--- config.mk ---
export PLATFORM = sky130hd
export DESIGN_NAME = mem_port_arbiter_flat
export DESIGN_NICKNAME = d
export VERILOG_FILES = /design/src/rtl/mem_arb_pkg.sv /design/src/rtl/mem_port_arbiter_if.sv /design/src/rtl/mem_arb_tagpipe.sv /design/src/rtl/mem_port_arbiter.sv /design/src/flat_wrapper.sv
export SDC_FILE = /design/constraint.sdc
export NUM_CORES = 1
export LEC_CHECK = 0
export BUFFER_PORTS_ARGS = -buffer_cell sky130_fd_sc_hd__buf_2
export CORE_AREA = 2 2 115 117
export DETAILED_ROUTE_END_ITERATION = 10
export DIE_AREA = 0 0 117 119
export GPL_TIMING_DRIVEN = 0
export PLACE_DENSITY = 0.71
export SLEW_MARGIN = 40
export SYNTH_ARGS = -nofsm -noshare
export SYNTH_HDL_FRONTEND = slang
export SYNTH_SLANG_ARGS = --single-unit
export TNS_END_PERCENT = 30
--- constraint.sdc ---
create_clock -name in_clk -period 1.4 [get_ports in_clk]
set_input_delay 0.14 -clock in_clk [delete_from_list [all_inputs] [get_ports in_clk]]
set_output_delay 0.14 -clock in_clk [all_outputs]
set_load 0.01 [all_outputs]
--- src/rtl/mem_arb_pkg.sv ---
// Shared types for the two-port dcache arbiter: read-latency default,
// port identifier and the access-kind encoding of the issued operation.
package mem_arb_pkg;

    localparam int unsigned RD_LAT_DEFAULT = 32'd1;

    typedef logic [0:0] port_id_t;

    localparam port_id_t PORT0 = 1'b0;
    localparam port_id_t PORT1 = 1'b1;

    typedef enum logic [1:0] {
        ACC_IDLE  = 2'b00,
        ACC_READ  = 2'b01,
        ACC_WRITE = 2'b10
    } acc_kind_t;

    // Classify the access issued this cycle from the grant and the winner's wr bit.
    function automatic acc_kind_t acc_kind_of(input logic granted, input logic wr);
        acc_kind_t kind;
        if (!granted) begin
            kind = ACC_IDLE;
        end else if (wr) begin
            kind = ACC_WRITE;
        end else begin
            kind = ACC_READ;
        end
        return kind;
    endfunction

endpackage

--- src/rtl/mem_port_arbiter_if.sv ---
// Requester-side and dcache-side signals of the arbiter, bundled together.
// slave = the arbiter, master = requesters plus dcache model.
interface mem_port_arbiter_if;

    logic        in_req0;
    logic        in_req1;
    logic        in_wr0;
    logic        in_wr1;
    logic [31:0] in_addr0;
    logic [31:0] in_addr1;
    logic [31:0] in_wdata0;
    logic [31:0] in_wdata1;
    logic        out_gnt0;
    logic        out_gnt1;
    logic        out_rvalid0;
    logic        out_rvalid1;
    logic [31:0] out_rdata0;
    logic [31:0] out_rdata1;
    logic        out_MemWr;
    logic        out_MemRd;
    logic [31:0] out_Wr_data;
    logic [31:0] out_WrRd_addr;
    logic [31:0] in_Rd_data;

    modport slave (
        input  in_req0, in_req1, in_wr0, in_wr1,
        input  in_addr0, in_addr1, in_wdata0, in_wdata1,
        input  in_Rd_data,
        output out_gnt0, out_gnt1, out_rvalid0, out_rvalid1,
        output out_rdata0, out_rdata1,
        output out_MemWr, out_MemRd, out_Wr_data, out_WrRd_addr
    );

    modport master (
        output in_req0, in_req1, in_wr0, in_wr1,
        output in_addr0, in_addr1, in_wdata0, in_wdata1,
        output in_Rd_data,
        input  out_gnt0, out_gnt1, out_rvalid0, out_rvalid1,
        input  out_rdata0, out_rdata1,
        input  out_MemWr, out_MemRd, out_Wr_data, out_WrRd_addr
    );

endinterface

--- src/rtl/mem_arb_tagpipe.sv ---
// Read-response tag pipeline: each issued read pushes its port ID; the tag
// reaches the last stage in the cycle the dcache presents its data.
module mem_arb_tagpipe
    import mem_arb_pkg::*;
#(
    parameter int unsigned DEPTH = RD_LAT_DEFAULT
) (
    input  logic     clk,
    input  logic     rst_n,
    input  logic     push_valid,
    input  port_id_t push_id,
    output logic     pop_valid,
    output port_id_t pop_id
);

    logic     [DEPTH-1:0] vld_q;
    logic     [DEPTH-1:0] vld_d;
    port_id_t [DEPTH-1:0] id_q;
    port_id_t [DEPTH-1:0] id_d;

    // Shift every stage by one; stage 0 takes the newly issued read.
    always_comb begin
        vld_d    = vld_q;
        id_d     = id_q;
        vld_d[0] = push_valid;
        if (push_valid) begin
            id_d[0] = push_id;
        end else begin
            id_d[0] = PORT0;
        end
        for (int i = 1; i < int'(DEPTH); i++) begin
            vld_d[i] = vld_q[i-1];
            id_d[i]  = id_q[i-1];
        end
    end

    // Pipeline registers; reset drops every in-flight read.
    always_ff @(posedge clk or negedge rst_n) begin
        if (!rst_n) begin
            vld_q <= '0;
            id_q  <= '0;
        end else begin
            vld_q <= vld_d;
            id_q  <= id_d;
        end
    end

    assign pop_valid = vld_q[DEPTH-1];
    assign pop_id    = id_q[DEPTH-1];

endmodule

--- src/rtl/mem_port_arbiter.sv ---
// Two-port round-robin arbiter in front of a single dcache port. The grant
// and the dcache access happen in the same cycle; read data is routed back
// to the issuing port one cycle after the dcache returns it.
module mem_port_arbiter
    import mem_arb_pkg::*;
#(
    parameter int unsigned RD_LAT = RD_LAT_DEFAULT
) (
    input  logic               in_clk,
    input  logic               in_rst_n,
    mem_port_arbiter_if.slave  bus
);

    logic        gnt0_s;
    logic        gnt1_s;
    port_id_t    win_id_s;
    logic        win_wr_s;
    logic [31:0] win_addr_s;
    logic [31:0] win_wdata_s;
    acc_kind_t   kind_s;
    logic        mem_wr_s;
    logic        mem_rd_s;
    logic [31:0] mem_addr_s;
    logic [31:0] mem_wdata_s;
    port_id_t    last_q;
    port_id_t    last_d;
    logic        pop_valid_s;
    port_id_t    pop_id_s;
    logic        rvalid0_q;
    logic        rvalid0_d;
    logic        rvalid1_q;
    logic        rvalid1_d;
    logic [31:0] rdata0_q;
    logic [31:0] rdata0_d;
    logic [31:0] rdata1_q;
    logic [31:0] rdata1_d;

    // Grant: a lone requester wins; on contention the port not granted last wins.
    always_comb begin
        gnt0_s = 1'b0;
        gnt1_s = 1'b0;
        if (!in_rst_n) begin
            gnt0_s = 1'b0;
            gnt1_s = 1'b0;
        end else if (bus.in_req0 && bus.in_req1) begin
            if (last_q == PORT1) begin
                gnt0_s = 1'b1;
            end else begin
                gnt1_s = 1'b1;
            end
        end else if (bus.in_req0) begin
            gnt0_s = 1'b1;
        end else if (bus.in_req1) begin
            gnt1_s = 1'b1;
        end else begin
            gnt0_s = 1'b0;
            gnt1_s = 1'b0;
        end
    end

    // Select the winner's request fields.
    always_comb begin
        win_id_s    = PORT0;
        win_wr_s    = bus.in_wr0;
        win_addr_s  = bus.in_addr0;
        win_wdata_s = bus.in_wdata0;
        if (gnt1_s) begin
            win_id_s    = PORT1;
            win_wr_s    = bus.in_wr1;
            win_addr_s  = bus.in_addr1;
            win_wdata_s = bus.in_wdata1;
        end else begin
            win_id_s    = PORT0;
        end
    end

    assign kind_s = acc_kind_of(gnt0_s | gnt1_s, win_wr_s);

    // Drive the dcache strobes; address and data are zero when nothing issues.
    always_comb begin
        mem_wr_s    = 1'b0;
        mem_rd_s    = 1'b0;
        mem_addr_s  = 32'h0000_0000;
        mem_wdata_s = 32'h0000_0000;
        case (kind_s)
            ACC_WRITE: begin
                mem_wr_s    = 1'b1;
                mem_addr_s  = win_addr_s;
                mem_wdata_s = win_wdata_s;
            end
            ACC_READ: begin
                mem_rd_s    = 1'b1;
                mem_addr_s  = win_addr_s;
            end
            default: begin
                mem_wr_s    = 1'b0;
                mem_rd_s    = 1'b0;
                mem_addr_s  = 32'h0000_0000;
                mem_wdata_s = 32'h0000_0000;
            end
        endcase
    end

    // Remember the most recent winner for the round-robin decision.
    always_comb begin
        if (gnt0_s || gnt1_s) begin
            last_d = win_id_s;
        end else begin
            last_d = last_q;
        end
    end

    mem_arb_tagpipe #(
        .DEPTH (RD_LAT)
    ) u_tagpipe (
        .clk        (in_clk),
        .rst_n      (in_rst_n),
        .push_valid (mem_rd_s),
        .push_id    (win_id_s),
        .pop_valid  (pop_valid_s),
        .pop_id     (pop_id_s)
    );

    // Route returning dcache data to the tagged port; the other port holds.
    always_comb begin
        rvalid0_d = 1'b0;
        rvalid1_d = 1'b0;
        rdata0_d  = rdata0_q;
        rdata1_d  = rdata1_q;
        if (pop_valid_s && (pop_id_s == PORT0)) begin
            rvalid0_d = 1'b1;
            rdata0_d  = bus.in_Rd_data;
        end else if (pop_valid_s && (pop_id_s == PORT1)) begin
            rvalid1_d = 1'b1;
            rdata1_d  = bus.in_Rd_data;
        end else begin
            rvalid0_d = 1'b0;
            rvalid1_d = 1'b0;
        end
    end

    // State registers; after reset port 1 counts as last winner so port 0 wins first.
    always_ff @(posedge in_clk or negedge in_rst_n) begin
        if (!in_rst_n) begin
            last_q    <= PORT1;
            rvalid0_q <= 1'b0;
            rvalid1_q <= 1'b0;
            rdata0_q  <= 32'h0000_0000;
            rdata1_q  <= 32'h0000_0000;
        end else begin
            last_q    <= last_d;
            rvalid0_q <= rvalid0_d;
            rvalid1_q <= rvalid1_d;
            rdata0_q  <= rdata0_d;
            rdata1_q  <= rdata1_d;
        end
    end

    assign bus.out_gnt0      = gnt0_s;
    assign bus.out_gnt1      = gnt1_s;
    assign bus.out_MemWr     = mem_wr_s;
    assign bus.out_MemRd     = mem_rd_s;
    assign bus.out_WrRd_addr = mem_addr_s;
    assign bus.out_Wr_data   = mem_wdata_s;
    assign bus.out_rvalid0   = rvalid0_q;
    assign bus.out_rvalid1   = rvalid1_q;
    assign bus.out_rdata0    = rdata0_q;
    assign bus.out_rdata1    = rdata1_q;

endmodule

--- src/flat_wrapper.sv ---
// flat-port wrapper written by rule: the top's interface ports become plain ports
module mem_port_arbiter_flat import mem_arb_pkg::*;
#(
    parameter int unsigned RD_LAT = RD_LAT_DEFAULT
)
  (in_clk, in_rst_n, bus_in_req0, bus_in_req1, bus_in_wr0, bus_in_wr1, bus_in_addr0, bus_in_addr1, bus_in_wdata0, bus_in_wdata1, bus_in_Rd_data, bus_out_gnt0, bus_out_gnt1, bus_out_rvalid0, bus_out_rvalid1, bus_out_rdata0, bus_out_rdata1, bus_out_MemWr, bus_out_MemRd, bus_out_Wr_data, bus_out_WrRd_addr);
  mem_port_arbiter_if bus_i ();
  input  logic in_clk;
  input  logic in_rst_n;
  input wire logic [$bits(bus_i.in_req0)-1:0] bus_in_req0;
  input wire logic [$bits(bus_i.in_req1)-1:0] bus_in_req1;
  input wire logic [$bits(bus_i.in_wr0)-1:0] bus_in_wr0;
  input wire logic [$bits(bus_i.in_wr1)-1:0] bus_in_wr1;
  input wire logic [$bits(bus_i.in_addr0)-1:0] bus_in_addr0;
  input wire logic [$bits(bus_i.in_addr1)-1:0] bus_in_addr1;
  input wire logic [$bits(bus_i.in_wdata0)-1:0] bus_in_wdata0;
  input wire logic [$bits(bus_i.in_wdata1)-1:0] bus_in_wdata1;
  input wire logic [$bits(bus_i.in_Rd_data)-1:0] bus_in_Rd_data;
  output wire logic [$bits(bus_i.out_gnt0)-1:0] bus_out_gnt0;
  output wire logic [$bits(bus_i.out_gnt1)-1:0] bus_out_gnt1;
  output wire logic [$bits(bus_i.out_rvalid0)-1:0] bus_out_rvalid0;
  output wire logic [$bits(bus_i.out_rvalid1)-1:0] bus_out_rvalid1;
  output wire logic [$bits(bus_i.out_rdata0)-1:0] bus_out_rdata0;
  output wire logic [$bits(bus_i.out_rdata1)-1:0] bus_out_rdata1;
  output wire logic [$bits(bus_i.out_MemWr)-1:0] bus_out_MemWr;
  output wire logic [$bits(bus_i.out_MemRd)-1:0] bus_out_MemRd;
  output wire logic [$bits(bus_i.out_Wr_data)-1:0] bus_out_Wr_data;
  output wire logic [$bits(bus_i.out_WrRd_addr)-1:0] bus_out_WrRd_addr;
  assign bus_i.in_req0 = bus_in_req0;
  assign bus_i.in_req1 = bus_in_req1;
  assign bus_i.in_wr0 = bus_in_wr0;
  assign bus_i.in_wr1 = bus_in_wr1;
  assign bus_i.in_addr0 = bus_in_addr0;
  assign bus_i.in_addr1 = bus_in_addr1;
  assign bus_i.in_wdata0 = bus_in_wdata0;
  assign bus_i.in_wdata1 = bus_in_wdata1;
  assign bus_i.in_Rd_data = bus_in_Rd_data;
  assign bus_out_gnt0 = bus_i.out_gnt0;
  assign bus_out_gnt1 = bus_i.out_gnt1;
  assign bus_out_rvalid0 = bus_i.out_rvalid0;
  assign bus_out_rvalid1 = bus_i.out_rvalid1;
  assign bus_out_rdata0 = bus_i.out_rdata0;
  assign bus_out_rdata1 = bus_i.out_rdata1;
  assign bus_out_MemWr = bus_i.out_MemWr;
  assign bus_out_MemRd = bus_i.out_MemRd;
  assign bus_out_Wr_data = bus_i.out_Wr_data;
  assign bus_out_WrRd_addr = bus_i.out_WrRd_addr;
  mem_port_arbiter #(.RD_LAT(RD_LAT)) u_core (.in_clk(in_clk), .in_rst_n(in_rst_n), .bus(bus_i));
endmodule
==> results.ini, run 1 <==
[place]
place_ws_ps=-658.5
place_hpwl_mm=11.72
portBuffers=299
gp_congestion=0.9108

[setup_path]
arrival_ps=1830
slowest_delay_ps=580
crit_chain=a21bo_1 -> buf_6 -> buf_6 -> buf_12 -> o21ai_2 -> a21oi_1 -> buf_2
cp_top_family=buffers and inverters
critical_path.startpoint_type=flip-flop
cp_data_required_time_ps=1260
path_common_cell=buf_6
path_max_fanout=6
cp-end-kind=output port
crit_buf_inv=4
crit_type=flip-flop to output port
cp_slowest_cell=dfstp_2

[drt]
wl_met1_mm=5.750
drc=0
wl_met3_mm=1.197
first_pass_iters=4
drtAntennaViolNets=0
drtIter0Drc=161
wl_per_cell_um=16.65
wl_mm=14.90
vias=4487
vias_per_cell=5.013
highest_layer=met4
route.met2.wl_mm=7.371

[clock_network]
clk_latency_ps=320
numClockSinks=69
htree_levels=3
tritoncts=done
cts.path.max_buffers=2
clk_pin_slew_worst_paths_ps=50
cts_buffers=9
clock-root-buffer=clkbuf_16

[sta]
drv_slew=0
timing.hold.ws_ps=14.12
rsz0062_at_grt=yes
fin_crit_sh=1.404
min_period_ps=1965
fin_worst_skew_ps=7.692
fin_ws_ps=-565.4
hold_viol=0
slew_headroom=0.5366
worstMarginPinSlew_ps=690.5
setup_viol=69
fmax_mhz=508.8

[logic_synthesis]
synth_compound_area_frac=0.1965
yosys.area_share.simple=0.1004
syn_inst=389
synthXorXnorAreaFrac=0
syn-num-nets=555
synth_seq_cells=69
synth_fa_ha_area_frac=0
synth.distinct_cells=23
synth_top_family_by_area=compound AO/OA/AOI/OAI gates
synth_area_sq_um=3865
synth_warnings=0
syn_area_per_cell_sq_um=9.936
synth.area.mux_share=0.1865
synth_seq_area_share=0.4471

[power_and_ir_drop]
powerDensity_nw_per_um2=1110
leakage_nw=3.144
ir_drop_mv=0.4839

[floorplanning]
pin_count=300
placementRows=42
die-height_um=119
start_util=0.3002
fp.dieW_um=117
dieArea_sq_um=13920
coreArea_sq_um=12870

[final_layout]
drive_above_1_share=0.6718
diodes=0
layout_commonest_cell=buf_2
nets=880
layout_common_cells=buf_2, dfrtp_1, nand3_1, mux2_2, o21ai_0
area.growth.synth_to_final_pct=66.30

[run_status]
violations=setup timing
status=finished with violations

[global_route]
grt_pass1_vias=4414
grt_max_degree=26
overflow=0
grt_pass1_wl_mm=22.60
grt_usage=0.2073
antenna_found_initial=0

[job]
maxCapViolations=0

[min_path]
min_path_type=input pin to flip-flop

logic make-up after synthesis:
logic type             after synthesis
AO/OA/AOI/OAI                      132
flip-flops                          69
multiplexers                        64
buffers and inverters               48
AND/OR/NAND/NOR                     76
registers in the layout, indices dropped and copies added, names as in the netlist:
name and flops:
u_core.bus.out_rdata1 32, u_core.u_tagpipe.pop_id 1, u_core.u_tagpipe.pop_valid 1, u_core.bus.out_rdata0 32, u_core.last_q 1, u_core.bus.out_rvalid0 1, u_core.bus.out_rvalid1 1
where the power goes:
| group | switching, mW | internal, mW |
|---|---|---|
| sequential | 0.223 | 2.46 |
| combinational | 1.19 | 1.19 |
| clock | 0.783 | 1.29 |
repair_timing:
action | in CTS | in global routing
gates cloned | 4 | 1
buffers inserted | 2 | 2
hold buffers | 4 | 1
setup endpoints to repair | 128 | 123
pin swaps | 27 | 20
resized for setup | 64 | 19
endpoints found under the hold margin | 43 | 19
stage by stage:
step	instances	power, mW	setup TNS [ps]	cell area, sq um	util
4_1_cts	891	7.176	-33630	6349	0.4931
6_report	895	7.135	-33330	6427	0.4992
3_5_place_dp	865	4.950	-37310	5769	0.4481
3_3_place_gp	864	4.882	-102980	5736	0.4455
2_1_floorplan	389	3.852	0	4019	-
5_1_grt	895	7.566	-38140	6427	0.4992
synthesized netlist by cell type:
library cell   n  area share
nand2b_1       1      0.0016
a21bo_1        1      0.0026
buf_2         15       0.019
nand3_1       65       0.084
dfrtp_1       68        0.44
buf_4          8       0.016
dfstp_2        1      0.0068
nand4_2        1      0.0032
a22oi_1       32       0.062
o21ai_0       55       0.071
nor2_1         1     0.00097
nor2b_1        1      0.0016
clkbuf_1      15       0.015
a21boi_4       1      0.0049
o21ai_1       11       0.014
mux2_2        64        0.19
and3b_1        1      0.0023
buf_6          5       0.015
clkbuf_2       2      0.0026
a21oi_1       32       0.041
inv_1          3      0.0029
nand2_1        5      0.0049
and3_1         1      0.0016
path summary, 6_finish.rpt:
check                              start                    endpoint  slack (ps)  cells after the start
hold / removal                bus_in_wr1     u_core.u_tagpipe.pop_id          10                      2
hold reg to reg            u_core.last_q               u_core.last_q         500                      2
setup / recovery           u_core.last_q        bus_out_WrRd_addr[4]        -570                      7
setup reg to reg           u_core.last_q  u_core.u_tagpipe.pop_valid         -20                      6
min in group asynchronous       in_rst_n   u_core.bus.out_rdata0[17]         420                      3
max in group asynchronous       in_rst_n   u_core.bus.out_rdata0[26]         650                      4
metal layers:
metal  vias to the layer above  global-route usage
met1                      2122              0.2343
met3                        34             0.04885
met2                       235              0.3660
li1                       2096                   -
met4                         0             0.09044
met5                         -                   0
area by class of cell:
cell class              instances  area (sq um)
plain buffers                  45         339.1
clock buffers                  13         260.3
repair buffers                314          1720
clock inverters                 3         20.02
fillers                      1241          6447
well taps                     176         220.2
multi-input cells             272          2128
flip-flops and latches         69          1728
inverters                       3         11.26
Power figures use the tool's default switching activity.
==> inputs of run 2 (changes only) <==
Settings changed: ABC_AREA set to 1, CORE_AREA 2 2 115 117 to 2 2 117 119, DIE_AREA 0 0 117 119 to 0 0 119 121, PLACE_DENSITY 0.71 to unset, PLACE_DENSITY_LB_ADDON set to 0.3.
Clock period 1.4 ns to 2.1 ns, I/O delays scaled along.
==> results.ini, run 2 <==
[setup_path]
critical_path.startpoint_type=flip-flop
cp-end-kind=output port
path_max_fanout=10
cp_data_required_time_ps=1890
r2r_cells=5
arrival_ps=1780
crit_type=flip-flop to output port

[power_and_ir_drop]
seqPwrFrac=0.382
switching_share=0.3244
ir_drop_mv=0.3541
p_int_mw=3.253
powerDensity_nw_per_um2=806.7
power.switching_mw=1.562
leakage_nw=3.665
comb_power_share=0.306
clkPwrFrac=0.312

[run_status]
status=complete, no violations

[sta]
fin_worst_skew_ps=7.614
worstMarginPinSlew_ps=517.0
fmax_mhz=501.7
fin_setup_tns_ps=0
rsz0062_at_grt=yes
fin_crit_sh=0.9492
slew_headroom=0.6554
drv_slew=0
hold_viol=0
min_period_ps=1993
setup_viol=0
timing.hold.ws_ps=84.99

[logic_synthesis]
syn_area_per_cell_sq_um=6.866
synth.most_common_cell=nand2_1
synth_area_sq_um=3749
yosysTopAreaCell=dfrtp_1
synth_seq_area_share=0.4609
synth.distinct_cells=18
synth_seq_cells=69
synth_edf_count=0
synth_flop_cell=dfrtp_1
synth_top_area_frac=0.4539
synthTopCellsByCount=nand2_1, nor2_1, inv_1, dfrtp_1, o21ai_0
synth_warnings=0
syn-num-nets=712
synthArstFlopShare=1.000
syn_inst=546
ys_top_cells_by_area=dfrtp_1, nand2_1, nor2_1

[clock_network]
numClockSinks=69
clock-root-buffer=clkbuf_16
clk_pin_slew_worst_paths_ps=60
cts.path.max_buffers=2
htree_levels=3
clk_latency_ps=330
tritoncts=done
cts_buffers=9

[global_route]
overflow=0
antenna_found_initial=1
grt_pass1_wl_mm=23.12
grt_max_degree=26
grt_pass1_vias=4426
grt_usage=0.2060

[floorplanning]
pin_count=300
dieArea_sq_um=14400
die-height_um=121
start_util=0.2865
fp.dieW_um=119
placementRows=42
coreArea_sq_um=13090

[drt]
wl_per_cell_um=14.20
drtAntennaViolNets=0
wl_mm=14.87
drc=0
vias=4588
drtIter0Drc=287
first_pass_iters=5
vias_per_cell=4.382

[final_layout]
regArea_sq_um=1728
layout_commonest_cell=buf_2
nets=1031
n_fill_cell=1408
layout_common_cells=buf_2, nand2_1, nor2_1, inv_1, dfrtp_1
area.growth.synth_to_final_pct=59.25
multiInputGateArea_sq_um=1579
drive_above_1_share=0.4069

[min_path]
min_path_type=input pin to asynchronous set/reset pin

[place]
portBuffers=299
gp_congestion=0.8121
place_hpwl_mm=11.69

[job]
maxCapViolations=0

run 2: kinds of logic (layout without fill, tap and decap cells):
group	Yosys count	in the layout	synth area share
other	0	1	0
and+or+nand+nor	264	264	0.2790
DFF	69	69	0.4609
AOI/OAI and AO/OA	100	100	0.1342
buffers and inverters	113	437	0.1258
run 2: final timing paths:
kind / to / start / slack [ps]
max reg2reg: u_core.bus.out_rdata0[6] / u_core.u_tagpipe.pop_valid / 650
min: u_core.bus.out_rdata1[8] / in_rst_n / 80
min in group in_clk: u_core.bus.out_rdata0[3] / bus_in_Rd_data[3] / 140
min reg2reg: u_core.bus.out_rdata0[9] / u_core.bus.out_rdata0[9] / 480
max: bus_out_Wr_data[30] / u_core.last_q / 110
max in group asynchronous: u_core.bus.out_rdata1[1] / in_rst_n / 1380
run 2: through the flow:
step | util | area (sq um) | power [mW] | worst slack, ps | instances
floorplan | - | 3749 | 2.540 | 636.0 | 546
global placement | 0.4177 | 5465 | 3.262 | -930.6 | 1021
detailed placement | 0.4203 | 5499 | 3.299 | -40.63 | 1022
CTS | 0.4529 | 5926 | 4.855 | 22.18 | 1045
global route | 0.4560 | 5967 | 5.131 | -22.49 | 1046
finish | 0.4562 | 5969 | 4.816 | 106.8 | 1047
run 2: power groups by stage:
stage / combinational (mW) / clock (mW) / sequential, mW
6_report: 1.47 / 1.50 / 1.84
5_1_grt: 1.65 / 1.61 / 1.87
4_1_cts: 1.48 / 1.54 / 1.84
3_5_place_dp: 1.45 / 0 / 1.85
3_3_place_gp: 1.42 / 0 / 1.84
2_1_floorplan: 0.537 / 0 / 2.00
run 2: critical path, cell delays in order, from the launching register on:
cell and delay [ps]:
dfstp_2 560, nand2_4 100, nand2_4 100, buf_8 140
buf_6 140, nand2_1 70, nand2_1 60, inv_1 40
nor2_1 100, buf_2 150
run 2: area by class of cell:
class / count / area share
inverters: 77 / 0.04842
repair buffers: 308 / 0.2760
flip-flops and latches: 69 / 0.2895
plain buffers: 36 / 0.03500
clock inverters: 4 / 0.007965
well taps: 176 / 0.03689
clock buffers: 12 / 0.04129
diodes: 1 / 0.0004192
multi-input cells: 364 / 0.2645
run 2: layer usage:
layer | vias up | global-route usage | wire length [um]
met5 | - | 0 | 0
met4 | 0 | 0.05060 | 140
met3 | 8 | 0.06297 | 1129
met2 | 184 | 0.3642 | 7581
met1 | 2073 | 0.2441 | 6017
li1 | 2323 | - | -
run 2: timing repair:
item,in CTS,in global routing
pin swaps,1,3
hold buffers,6,0
cloned,1,0
gates resized for setup,6,11
setup buffers,0,1
endpoints found under the hold margin,25,0
endpoints found under the setup margin,27,32
